## src/rtl/pipe_pkg.sv

```systemverilog
// rtl/pipe_pkg.sv - shared pipeline constants and MDU state encoding
package pipe_pkg;

    localparam int REG_W_DEF = 5;

    localparam logic [1:0] FWD_RF = 2'b00;
    localparam logic [1:0] FWD_W  = 2'b01;
    localparam logic [1:0] FWD_M  = 2'b10;

    typedef enum logic [1:0] {
        IDLE = 2'd0,
        BUSY = 2'd1,
        DONE = 2'd2
    } mdu_state_t;

endpackage

```

## src/rtl/mdu_seq.sv

```systemverilog
// rtl/mdu_seq.sv - multiply/divide unit busy sequencer with down-counter
module mdu_seq
    import pipe_pkg::*;
#(
    parameter int MDU_LAT = 8
) (
    input  logic       clk,
    input  logic       reset,
    input  logic       start,
    output mdu_state_t state,
    output logic       mdubusy,
    output logic       mdudone
);

    // MDU_LAT is expected in 2..255 so the reload value fits in 8 bits.
    localparam logic [7:0] RELOAD = 8'(MDU_LAT - 1);

    logic [7:0] count;

    always_ff @(posedge clk or negedge reset) begin
        if (!reset) begin
            state   <= IDLE;
            count   <= '0;
            mdubusy <= 1'b0;
            mdudone <= 1'b0;
        end else begin
            case (state)
                IDLE: begin
                    mdudone <= 1'b0;
                    if (start) begin
                        count   <= RELOAD;
                        state   <= BUSY;
                        mdubusy <= 1'b1;
                    end
                end
                BUSY: begin
                    if (count == 8'd0) begin
                        state   <= DONE;
                        mdubusy <= 1'b0;
                        mdudone <= 1'b1;
                    end else begin
                        count <= count - 8'd1;
                    end
                end
                DONE: begin
                    mdudone <= 1'b0;
                    // A start landing on the done cycle chains straight into the next op.
                    if (start) begin
                        count   <= RELOAD;
                        state   <= BUSY;
                        mdubusy <= 1'b1;
                    end else begin
                        state <= IDLE;
                    end
                end
                default: begin
                    state   <= IDLE;
                    mdubusy <= 1'b0;
                    mdudone <= 1'b0;
                end
            endcase
        end
    end

endmodule

```

## src/rtl/hazard_ctrl.sv

```systemverilog
// rtl/hazard_ctrl.sv - 5-stage pipeline hazard, forwarding and stall controller
module hazard_ctrl
    import pipe_pkg::*;
#(
    parameter int REG_W   = REG_W_DEF,
    parameter int MDU_LAT = 8,
    parameter int CNT_W   = 16
) (
    input  logic             clk,
    input  logic             reset,
    input  logic [REG_W-1:0] rsD,
    input  logic [REG_W-1:0] rtD,
    input  logic [REG_W-1:0] rsE,
    input  logic [REG_W-1:0] rtE,
    input  logic [REG_W-1:0] writeregE,
    input  logic [REG_W-1:0] writeregM,
    input  logic [REG_W-1:0] writeregW,
    input  logic             regwriteE,
    input  logic             regwriteM,
    input  logic             regwriteW,
    input  logic             memtoregE,
    input  logic             memtoregM,
    input  logic             branchD,
    input  logic             jumpD,
    input  logic             pcsrcD,
    input  logic             mdustartE,
    input  logic             mduuseD,
    output logic             stallF,
    output logic             stallD,
    output logic             flushD,
    output logic             flushE,
    output logic             forwardAD,
    output logic             forwardBD,
    output logic [1:0]       forwardAE,
    output logic [1:0]       forwardBE,
    output logic             mdubusy,
    output logic             mdudone,
    output logic [CNT_W-1:0] stallcnt
);

    mdu_state_t mdu_state;
    logic       lwstall;
    logic       branchstall;
    logic       mdustall;
    logic       stall;
    logic       e_hit;
    logic       m_hit;

    mdu_seq #(.MDU_LAT(MDU_LAT)) u_mdu_seq (
        .clk    (clk),
        .reset  (reset),
        .start  (mdustartE),
        .state  (mdu_state),
        .mdubusy(mdubusy),
        .mdudone(mdudone)
    );

    // M stage is newer than W, so it wins when both target the same register.
    always_comb begin
        forwardAE = FWD_RF;
        if (rsE != '0 && regwriteM && writeregM == rsE)
            forwardAE = FWD_M;
        else if (rsE != '0 && regwriteW && writeregW == rsE)
            forwardAE = FWD_W;

        forwardBE = FWD_RF;
        if (rtE != '0 && regwriteM && writeregM == rtE)
            forwardBE = FWD_M;
        else if (rtE != '0 && regwriteW && writeregW == rtE)
            forwardBE = FWD_W;
    end

    assign forwardAD = (rsD != '0) && regwriteM && (writeregM == rsD);
    assign forwardBD = (rtD != '0) && regwriteM && (writeregM == rtD);

    assign lwstall = memtoregE && ((rtE == rsD) || (rtE == rtD)) && (rtE != '0);

    assign e_hit = regwriteE && (writeregE != '0) &&
                   ((writeregE == rsD) || (writeregE == rtD));
    assign m_hit = memtoregM && (writeregM != '0) &&
                   ((writeregM == rsD) || (writeregM == rtD));
    assign branchstall = branchD && (e_hit || m_hit);

    assign mdustall = mduuseD &&
                      ((mdu_state == BUSY) || (mdu_state == IDLE && mdustartE));

    assign stall  = lwstall || branchstall || mdustall;
    assign stallF = stall;
    assign stallD = stall;
    assign flushE = stall;
    // A stalled branch stays in D and is re-resolved, so it must not flush.
    assign flushD = (pcsrcD || jumpD) && !stall;

    always_ff @(posedge clk or negedge reset) begin
        if (!reset)
            stallcnt <= '0;
        else if (stall && stallcnt != '1)
            stallcnt <= stallcnt + CNT_W'(1);
    end

endmodule

```

## config.mk

```make
export PLATFORM = sky130hd
export DESIGN_NAME = hazard_ctrl
export DESIGN_NICKNAME = d
export VERILOG_FILES = /design/src/rtl/pipe_pkg.sv /design/src/rtl/mdu_seq.sv /design/src/rtl/hazard_ctrl.sv
export SDC_FILE = /design/constraint.sdc
export NUM_CORES = 1
export LEC_CHECK = 0
export BUFFER_PORTS_ARGS = -buffer_cell sky130_fd_sc_hd__buf_2
export CAP_MARGIN = 15
export CORE_ASPECT_RATIO = 0.6
export CORE_MARGIN = 4
export CORE_UTILIZATION = 55
export DETAILED_ROUTE_END_ITERATION = 12
export PLACE_DENSITY = 0.87
export SETUP_SLACK_MARGIN = 0.5
export SYNTH_ARGS = -nofsm -noshare
export SYNTH_HDL_FRONTEND = slang
export SYNTH_HIERARCHICAL = 1
export SYNTH_SLANG_ARGS = --single-unit
export TNS_END_PERCENT = 20
```

## constraint.sdc

```tcl
create_clock -name clk -period 3.8 [get_ports clk]
set_input_delay 0 -clock clk [delete_from_list [all_inputs] [get_ports clk]]
set_output_delay 0 -clock clk [all_outputs]
set_load 0.05 [all_outputs]
```

; ---- Yosys cells after proc, flatten, opt, wreduce, memory -nomap -nowiden
; Index checks and enable logic that the tools add are counted.
[totals]
regBits = 28
input_bits = 47
output_inout_bits = 28
elab_cells = 85
[op_classes]
addsub = 2
eq_ne = 17
n_mux = 16
n_reduce_logical = 45
[op_table]
columns = cell, n
row1 = 5-bit == test, 10
row2 = 5-bit nonzero test, 6
row3 = 1-bit logical AND, 23
row4 = 16-bit by 1-bit adder with 16-bit output (second input constant), 1
row5 = 8-bit two-way mux, 2
row6 = 16-bit != test (second input constant), 1
row7 = 8-bit case mux with 2 select lines, 1
row8 = 8-bit logical NOT, 1
row9 = 1-bit logical OR, 8
row10 = 2-bit two-way mux, 4
row11 = 8-bit by 1-bit subtractor with 8-bit output (second input constant), 1
row12 = 1-bit two-way mux, 7
row13 = 2-bit case mux with 3 select lines, 1
row14 = 2-bit by 1-bit != test with 1-bit output (second input constant), 2
row15 = 2-bit != test (second input constant), 2
row16 = 2-bit AND reduction, 2
row17 = 3-bit AND reduction, 1
row18 = 2-bit by 1-bit == test with 1-bit output (second input constant), 1
row19 = 2-bit == test (second input constant), 1
row20 = 2-bit logical NOT, 1
row21 = 1-bit case mux with 2 select lines, 1
row22 = 2-bit nonzero test, 1
row23 = 2-bit OR reduction, 1
row24 = 1-bit logical NOT, 1

; ---- Depth between registers and ports, before layout
; Gate-level depths: netlist of the first run.
[logic_depth]
depth_word = 9
ltp_mapped = 9
ltp_nobuf = 7

; ---- Modules after synthesis
; The synthesis of the first run kept the hierarchy.
[by_module_without_submodules]
columns = mod, instances, cells_each, area_each_um2, seq_area_each_um2
row1 = hazard_ctrl, 1, 180, 1596.5, 400.4
row2 = mdu_seq, 1, 54, 583.1, 300.3

; ---- Least setup slack after synthesis of the first run
; Ideal clock, no wire load.
[synth_timing]
path_kind = input to output
start = in rtE[2]
end = out forwardBE[0]
t_arrival_ns = 2.791
required_time_ns = 3.800
slack_ns = 1.009
stages = 5
n_path_buf = 1
path_cell_list = clkbuf_1 -> or4_4 -> nor2_1 -> nor4_1 -> nor4_1
[synth_between]
elab_chain_cells = 5
elab_cells_between_ends = 9
classes_between = eq/ne (2) / mux (2) / reduce/logical (5)
[synth_rtl]
columns = element, line
row1 = start: declaration, hazard_ctrl.sv:14  ; input logic [REG_W-1:0] rtE,
row2 = 5-bit nonzero test, "hazard_ctrl.sv:67, hazard_ctrl.sv:69"
row3 = 1-bit logical AND (2 in series), hazard_ctrl.sv:69  ; else if (rtE != '0 && regwriteW && writeregW == rtE)
row4 = 1-bit two-way mux, hazard_ctrl.sv:69
row5 = 2-bit two-way mux *, hazard_ctrl.sv:67  ; if (rtE != '0 && regwriteM && writeregM == rtE)
row6 = end: declaration, hazard_ctrl.sv:35  ; output logic [1:0] forwardBE,
; Every way passes the cells marked *; elsewhere a longest branch is shown, timed or not.

; ---- Worst setup path after layout of the first run
[layout_timing]
start = reg u_mdu_seq.count[0]
end = reg u_mdu_seq.count[3]
[layout_between]
elab_chain_cells = 3
elab_cells_between_ends = 6
classes_between = add/sub (1) / eq/ne (1) / mux (2) / reduce/logical (2)
[layout_rtl]
columns = element, line
row1 = start: declaration, mdu_seq.sv:18  ; logic [7:0] count;
row2 = start signal: assignment, mdu_seq.sv:42  ; count <= count - 8'd1;
row3 = 8-bit by 1-bit subtractor with 8-bit output or 8-bit logical NOT (tied branches), "mdu_seq.sv:42, mdu_seq.sv:37"
row4 = 8-bit two-way mux or 2-bit != test (tied branches), --
row5 = 8-bit case mux with 2 select lines or 3-bit AND reduction (tied branches), --
; Parallel ways exist; a longest one is shown, timed or not. The select of a mux whose other input is x is not followed.
; A chain may end at the register's enable or synchronous reset.

==> flow_metrics.tcl, run 1 <==
set metrics [dict create \
    wl_per_cell_um 16.3 \
    synth.most_common_cell "xnor2_1" \
    worstPathArrival_ns 2.28 \
    dp.cells 340 \
    synthTopCellsByCount "xnor2_1, dfrtp_1, nor2_1" \
    max_freq_mhz 474 \
    cts_buffer_depth 2 \
    synth_area_mm2 0.00218 \
    reg2reg_slack_ns 1.69 \
    std_cell_rows 17 \
    io_buffers 74 \
    hold-worst-slack_ns 0.0563 \
    async_flop_share 1.00 \
    grt.met2_usage 0.324 \
    grt_pass1_wl_um 9120 \
    cp-end-kind "flip-flop" \
    ctsHoldBuffers 1 \
    ys_types 44 \
    grt_use_met3 0.0630 \
    cts_tree "done" \
    period_minus_slack_ns 2.11 \
    crit_type "flip-flop to flip-flop" \
    synth_edf_count 0 \
    grt_util_met1 0.357 \
    cap_viol_max_count 0 \
    grt_start_max_net_pins 29 \
    cts.sinks 28 \
    final.setup.worst_slack_ns 1.69 \
    power_leakage_nw 1.11 \
    hold_path_depth 3 \
    dp_slack_ns 1.74 \
    cellPowerDensity_mw_per_mm2 516 \
    core_mm2 0.00374 \
    worstHoldEndpoint "u_mdu_seq/count[1]" \
    reg2reg_depth 6 \
    cts_post_setup_buffers_inserted 0 \
    critPathLaunchType "flip-flop" \
    r2r_start "u_mdu_seq/count[0]" \
    ys_top_cells_by_area "dfrtp_1, xnor2_1, xor2_1" \
    peakVddDrop_v 0.000415 \
    hold_viol_final 0 \
    synth_seq_cells 28 \
    insertedDiodeCount 0 \
    ant_nets 0 \
    dp_hpwl_um 4490 \
    setup_viol 0 \
    outcome "finished, final reports clean" \
    drt_wl_total_um 5620 \
    path_max_fanout 8 \
    hp-start "mdustartE" \
    cts.repair.resized 0 \
    post_dp_cell_area_mm2 0.00251 \
    synthToLayoutAreaGrowth_pct 18.9 \
    die_area_mm2 0.00507 \
    slew_violations 0 \
    numCtsBuffers 3 \
    path_clk_slew_ns 0.09 \
    remaining_drc_errors 0 \
    grt_pass1_vias 1864 \
    synthCells 234 \
    tns_ns 0 \
    layoutNonFillerInstCount 345 \
    hp-class "input port to flip-flop" \
    initial_core_util 0.582 \
    fin_crit_sh 0.555 \
    syn-num-nets 284 \
    tightest_slew_ns 0.624 \
    cts-htree-levels 1 \
    post-route-util 0.692 \
    root_buffer "clkbuf_8" \
    synth_largest_type_area_fraction 0.321 \
    grt_busiest_layer "met1" \
    worst_r2r_endpoint "u_mdu_seq/count[3]" \
    finClkSkew_ns 0.00449 \
    rsz0062_at_grt "false" \
    fin_area_mm2 0.00259 \
    die_y_um 56.8 \
    clock_latency_ns 0.28 \
    synth_seq_area_share 0.321 \
    power_mw 1.34 \
    gr-total-overflow 0 \
    final_net_count 349 \
    grt_util_all_layers 0.229 \
    antenna_found_initial 0 \
    vias 1983 \
    place_congestion 0.948 \
    vias_per_cell 5.75 \
    ys_warn_count 6 \
    drive_above_1_share 0.322 \
    yosysTopAreaCell "dfrtp_1" \
    drt_iter0_markers 223 \
    first_pass_iters 5 \
    syn_avg_cell_area_um2 9.31 \
    crit_required_ns 3.97 \
    synthFlopType "dfrtp_1" \
    num_io_pins 75 \
    slew-limit-headroom 0.584 \
    die_x_um 89.3 \
]
worst max-delay path, stage by stage, from the launching register on:
cell and delay [ns]:
dfrtp_1 0.40, inv_1 0.12, ha_1 0.19, or3b_2 0.51, o21ai_1 0.46, o311ai_0 0.23, o41ai_1 0.10
routing by layer:
layer  part of all wire  vias up
li1                   -      947
met2               0.43       83
met4             0.0021        0
met5                  0        -
met1               0.48      949
met3              0.086        4
placed cells by master, fill, tap and decap left out, types with 2 or more instances in the layout:
cell type / synthesis / routed
a21oi_1: 5 / 5
and3_1: 5 / 5
buf_2: 6 / 74
clkbuf_8: 0 / 3
dfrtp_1: 28 / 28
ha_1: 3 / 3
inv_1: 4 / 4
mux2_1: 2 / 2
nand2_1: 13 / 13
nand2_2: 4 / 4
nand2b_1: 2 / 2
nand3_1: 11 / 11
nand3_2: 4 / 4
nand4_1: 8 / 8
nor2_1: 17 / 17
nor2b_1: 2 / 2
nor3_1: 7 / 7
nor3b_1: 2 / 2
nor4_1: 4 / 4
o211ai_1: 3 / 3
o21ai_0: 2 / 2
o311ai_0: 3 / 3
o41ai_1: 3 / 3
or4_1: 5 / 5
or4_4: 3 / 3
xnor2_1: 50 / 50
xor2_1: 15 / 15
power breakdown:
group          total (mW)  internal (mW)  switching (mW)
logic               0.618          0.216           0.402
registers           0.483          0.385          0.0974
clock network       0.235          0.141          0.0936
total                1.34          0.743           0.593
cell families after synthesis:
family                     after synthesis  share of synthesized area
and+or+nand+nor                         92                      0.247
xor gates and xnor gates                65                      0.261
DFF                                     28                      0.321
AOI/OAI and AO/OA                       24                     0.0850
buffers and inverters                   19                     0.0522
muxes                                    3                     0.0155
adders and majority gates                3                     0.0172
area by class of cell:
type	instances	area (µm²)
multi-input combinational	187	1370
fill	309	1150
sequential	28	701
timing repair buffer	75	380
tap	47	58.8
clock buffer	3	41.3
clock inverter	1	30.0
inverter	4	15.0
state kept, by name (all words and copies together), names as in the netlist:
| name | count |
|---|---|
| u_mdu_seq/mdubusy | 1 |
| u_mdu_seq/count | 8 |
| u_mdu_seq/state | 2 |
| stallcnt | 16 |
| u_mdu_seq/mdudone | 1 |
worst max path at each step:
stage,start,to,slack [ns],cells past startpoint
3_3_place_gp,stallcnt[0],stallcnt[1],1.83,7
6_report,u_mdu_seq/count[0],u_mdu_seq/count[3],1.69,6
2_1_floorplan,rtE[2],forwardBE[0],1.01,5
5_1_grt,u_mdu_seq/count[0],u_mdu_seq/count[3],1.51,6
4_1_cts,u_mdu_seq/count[0],u_mdu_seq/count[3],1.72,6
3_5_place_dp,u_mdu_seq/count[0],u_mdu_seq/count[3],1.74,6
(Power assumes the default switching activity.)
==> run 2, diff against run 1 <==
--- a/config.mk
+++ b/config.mk
@@ -9,9 +9,9 @@
 export CAP_MARGIN = 15
 export CORE_ASPECT_RATIO = 0.6
 export CORE_MARGIN = 4
-export CORE_UTILIZATION = 55
+export CORE_UTILIZATION = 46
 export DETAILED_ROUTE_END_ITERATION = 12
-export PLACE_DENSITY = 0.87
+export PLACE_DENSITY = 0.77
 export SETUP_SLACK_MARGIN = 0.5
 export SYNTH_ARGS = -nofsm -noshare
 export SYNTH_HDL_FRONTEND = slang
==> constraint.sdc (replaced) <==
create_clock -name clk -period 1.75 [get_ports clk]
set_input_delay 0 -clock clk [delete_from_list [all_inputs] [get_ports clk]]
set_output_delay 0 -clock clk [all_outputs]
set_load 0.05 [all_outputs]
==> flow_metrics.tcl, run 2 (synthesis gave the netlist of run 1 again) <==
set metrics [dict create \
    cts_tree "done" \
    drive_above_1_share 0.507 \
    synthToLayoutAreaGrowth_pct 47.0 \
    first_pass_iters 4 \
    largest_register_ffs 16 \
    tightest_slew_ns 0.640 \
    die_area_mm2 0.00594 \
    layout_common_cells "buf_2, xnor2_1, buf_4, dfrtp_1, xor2_1" \
    clock_latency_ns 0.27 \
    insertedDiodeCount 0 \
    crit_chain "inv_2, ha_4, or3b_4, o21bai_1, mux2_4, a21oi_2" \
    cts_buffer_depth 2 \
    tns_ns 0 \
    grt_util_all_layers 0.208 \
    p_switching_mw 1.45 \
    core_mm2 0.00456 \
    period_minus_slack_ns 1.74 \
    internal_power_mw 1.91 \
    cts-htree-levels 1 \
    post_dp_cell_area_mm2 0.00285 \
    regMostFlops "stallcnt" \
    crit_type "flip-flop to flip-flop" \
    r2r_start "u_mdu_seq/count[1]" \
    cellPowerDensity_mw_per_mm2 1050 \
    slew_violations 0 \
    peakVddDrop_v 0.00122 \
    fin_crit_sh 0.995 \
    pwr-share-seq 0.306 \
    die_x_um 96.9 \
    reg2reg_slack_ns 0.009 \
    crit_required_ns 1.96 \
    layout_commonest_cell "buf_2" \
    outcome "finished, final reports clean" \
    critPathMaxStageDelay_ns 0.40 \
    setup_viol 0 \
    numCtsBuffers 3 \
    grt_pass1_wl_um 9830 \
    std_cell_rows 19 \
    dp.cells 382 \
    hp-start "mdustartE" \
    finClkSkew_ns 0.00311 \
    grt_pass1_vias 2046 \
    fin_area_mm2 0.00320 \
    path_clk_slew_ns 0.09 \
    path_max_fanout 5 \
    layoutNonFillerInstCount 398 \
    grt_start_max_net_pins 29 \
    ant_nets 0 \
    post-route-util 0.702 \
    antenna_found_initial 0 \
    vias_per_cell 5.29 \
    clkPwrFrac 0.107 \
    power_leakage_nw 1.33 \
    max_freq_mhz 574 \
    critPathLaunchType "flip-flop" \
    worstPathArrival_ns 1.95 \
    worstHoldEndpoint "u_mdu_seq/count[1]" \
    root_buffer "clkbuf_8" \
    worst_path_max_delay_cell "dfrtp_1" \
    sw_frac_of_total 0.432 \
    place_congestion 0.960 \
    remaining_drc_errors 0 \
    dp_hpwl_um 4920 \
    reg2reg_depth 6 \
    num_io_pins 75 \
    hold_viol_final 0 \
    hold_path_depth 3 \
    gr-total-overflow 0 \
    power_mw 3.36 \
    fillers 376 \
    crit_family "flip-flops" \
    slew-limit-headroom 0.574 \
    final_net_count 386 \
    hp-class "input port to flip-flop" \
    initial_core_util 0.478 \
    worst-path-buf-inv 1 \
    vias 2104 \
    cap_viol_max_count 0 \
    wl_per_cell_um 16.1 \
    cp-end-kind "flip-flop" \
    rsz0062_at_grt "true" \
    drt_wl_total_um 6410 \
    die_y_um 61.3 \
    worst_r2r_endpoint "u_mdu_seq/count[1]" \
    reg_top3 "stallcnt: 16 flops, u_mdu_seq/count: 8 flops, u_mdu_seq/state: 2 flops" \
    cts.sinks 28 \
    p_comb_frac 0.588 \
    io_buffers 74 \
    drt_iter0_markers 125 \
]
-- run 2: worst register-to-register path: stages (launching register included) --
cell and delay [ns]:
dfrtp_1 0.40, inv_2 0.09, ha_4 0.14, or3b_4 0.40, o21bai_1 0.21, mux2_4 0.33, a21oi_2 0.11
-- run 2: cell type report --
| class | instances | area, µm² | area share |
|---|---|---|---|
| Sequential cell | 28 | 709 | 0.221 |
| Tap cell | 63 | 78.8 | 0.0246 |
| Inverter | 4 | 17.5 | 0.00547 |
| Timing Repair Buffer | 112 | 769 | 0.240 |
| Clock buffer | 4 | 45.0 | 0.0141 |
| Multi-Input combinational cell | 187 | 1580 | 0.494 |
-- run 2: how the worst max path moves through the flow --
stage | start | end | slack (ns) | cells after the start
6_report | u_mdu_seq/count[1] | u_mdu_seq/count[1] | 0.009 | 6
3_5_place_dp | u_mdu_seq/count[4] | u_mdu_seq/count[7] | -0.07 | 4
3_3_place_gp | u_mdu_seq/count[4] | u_mdu_seq/count[7] | -0.06 | 4
4_1_cts | u_mdu_seq/count[0] | u_mdu_seq/count[2] | 0.05 | 7
2_1_floorplan | stallcnt[0] | stallcnt[1] | -0.08 | 7
5_1_grt | u_mdu_seq/count[1] | u_mdu_seq/count[2] | -0.08 | 7
-- run 2: repair_timing --
item / in CTS / in global routing
hold buffers: 1 / 0
endpoints found under the hold margin: 28 / 0
cloned: 0 / 1
pin swaps: 10 / 28
gates resized for setup: 16 / 43
endpoints found under the setup margin: 35 / 37
setup buffers: 8 / 2
-- run 2: routing by layer --
layer	part of all wire	track usage	wire length (µm)	up-vias
met2	0.44	0.322	2830	62
li1	-	-	-	1025
met3	0.075	0.0385	483	4
met5	0	0	0	-
met4	0.0053	0.0260	34	0
met1	0.48	0.313	3060	1013
-- run 2: per-stage QoR --
step                hold slack [ns]  worst slack, ns
global placement             0.0562          -0.0625
finish                       0.0119          0.00909
floorplan                    -0.296          -0.0794
CTS                          0.0125           0.0466
detailed placement           0.0607          -0.0730
global route                 0.0336          -0.0774
-- run 2: power groups by stage --
| stage | sequential (mW) | combinational [mW] | clock [mW] |
|---|---|---|---|
| after global placement | 1.01 | 1.65 | 0 |
| after global routing | 1.05 | 2.13 | 0.385 |
| after detailed placement | 1.02 | 1.69 | 0 |
| final | 1.03 | 1.97 | 0.358 |
| after floorplan | 1.35 | 0.768 | 0 |
| after CTS | 1.02 | 1.84 | 0.368 |
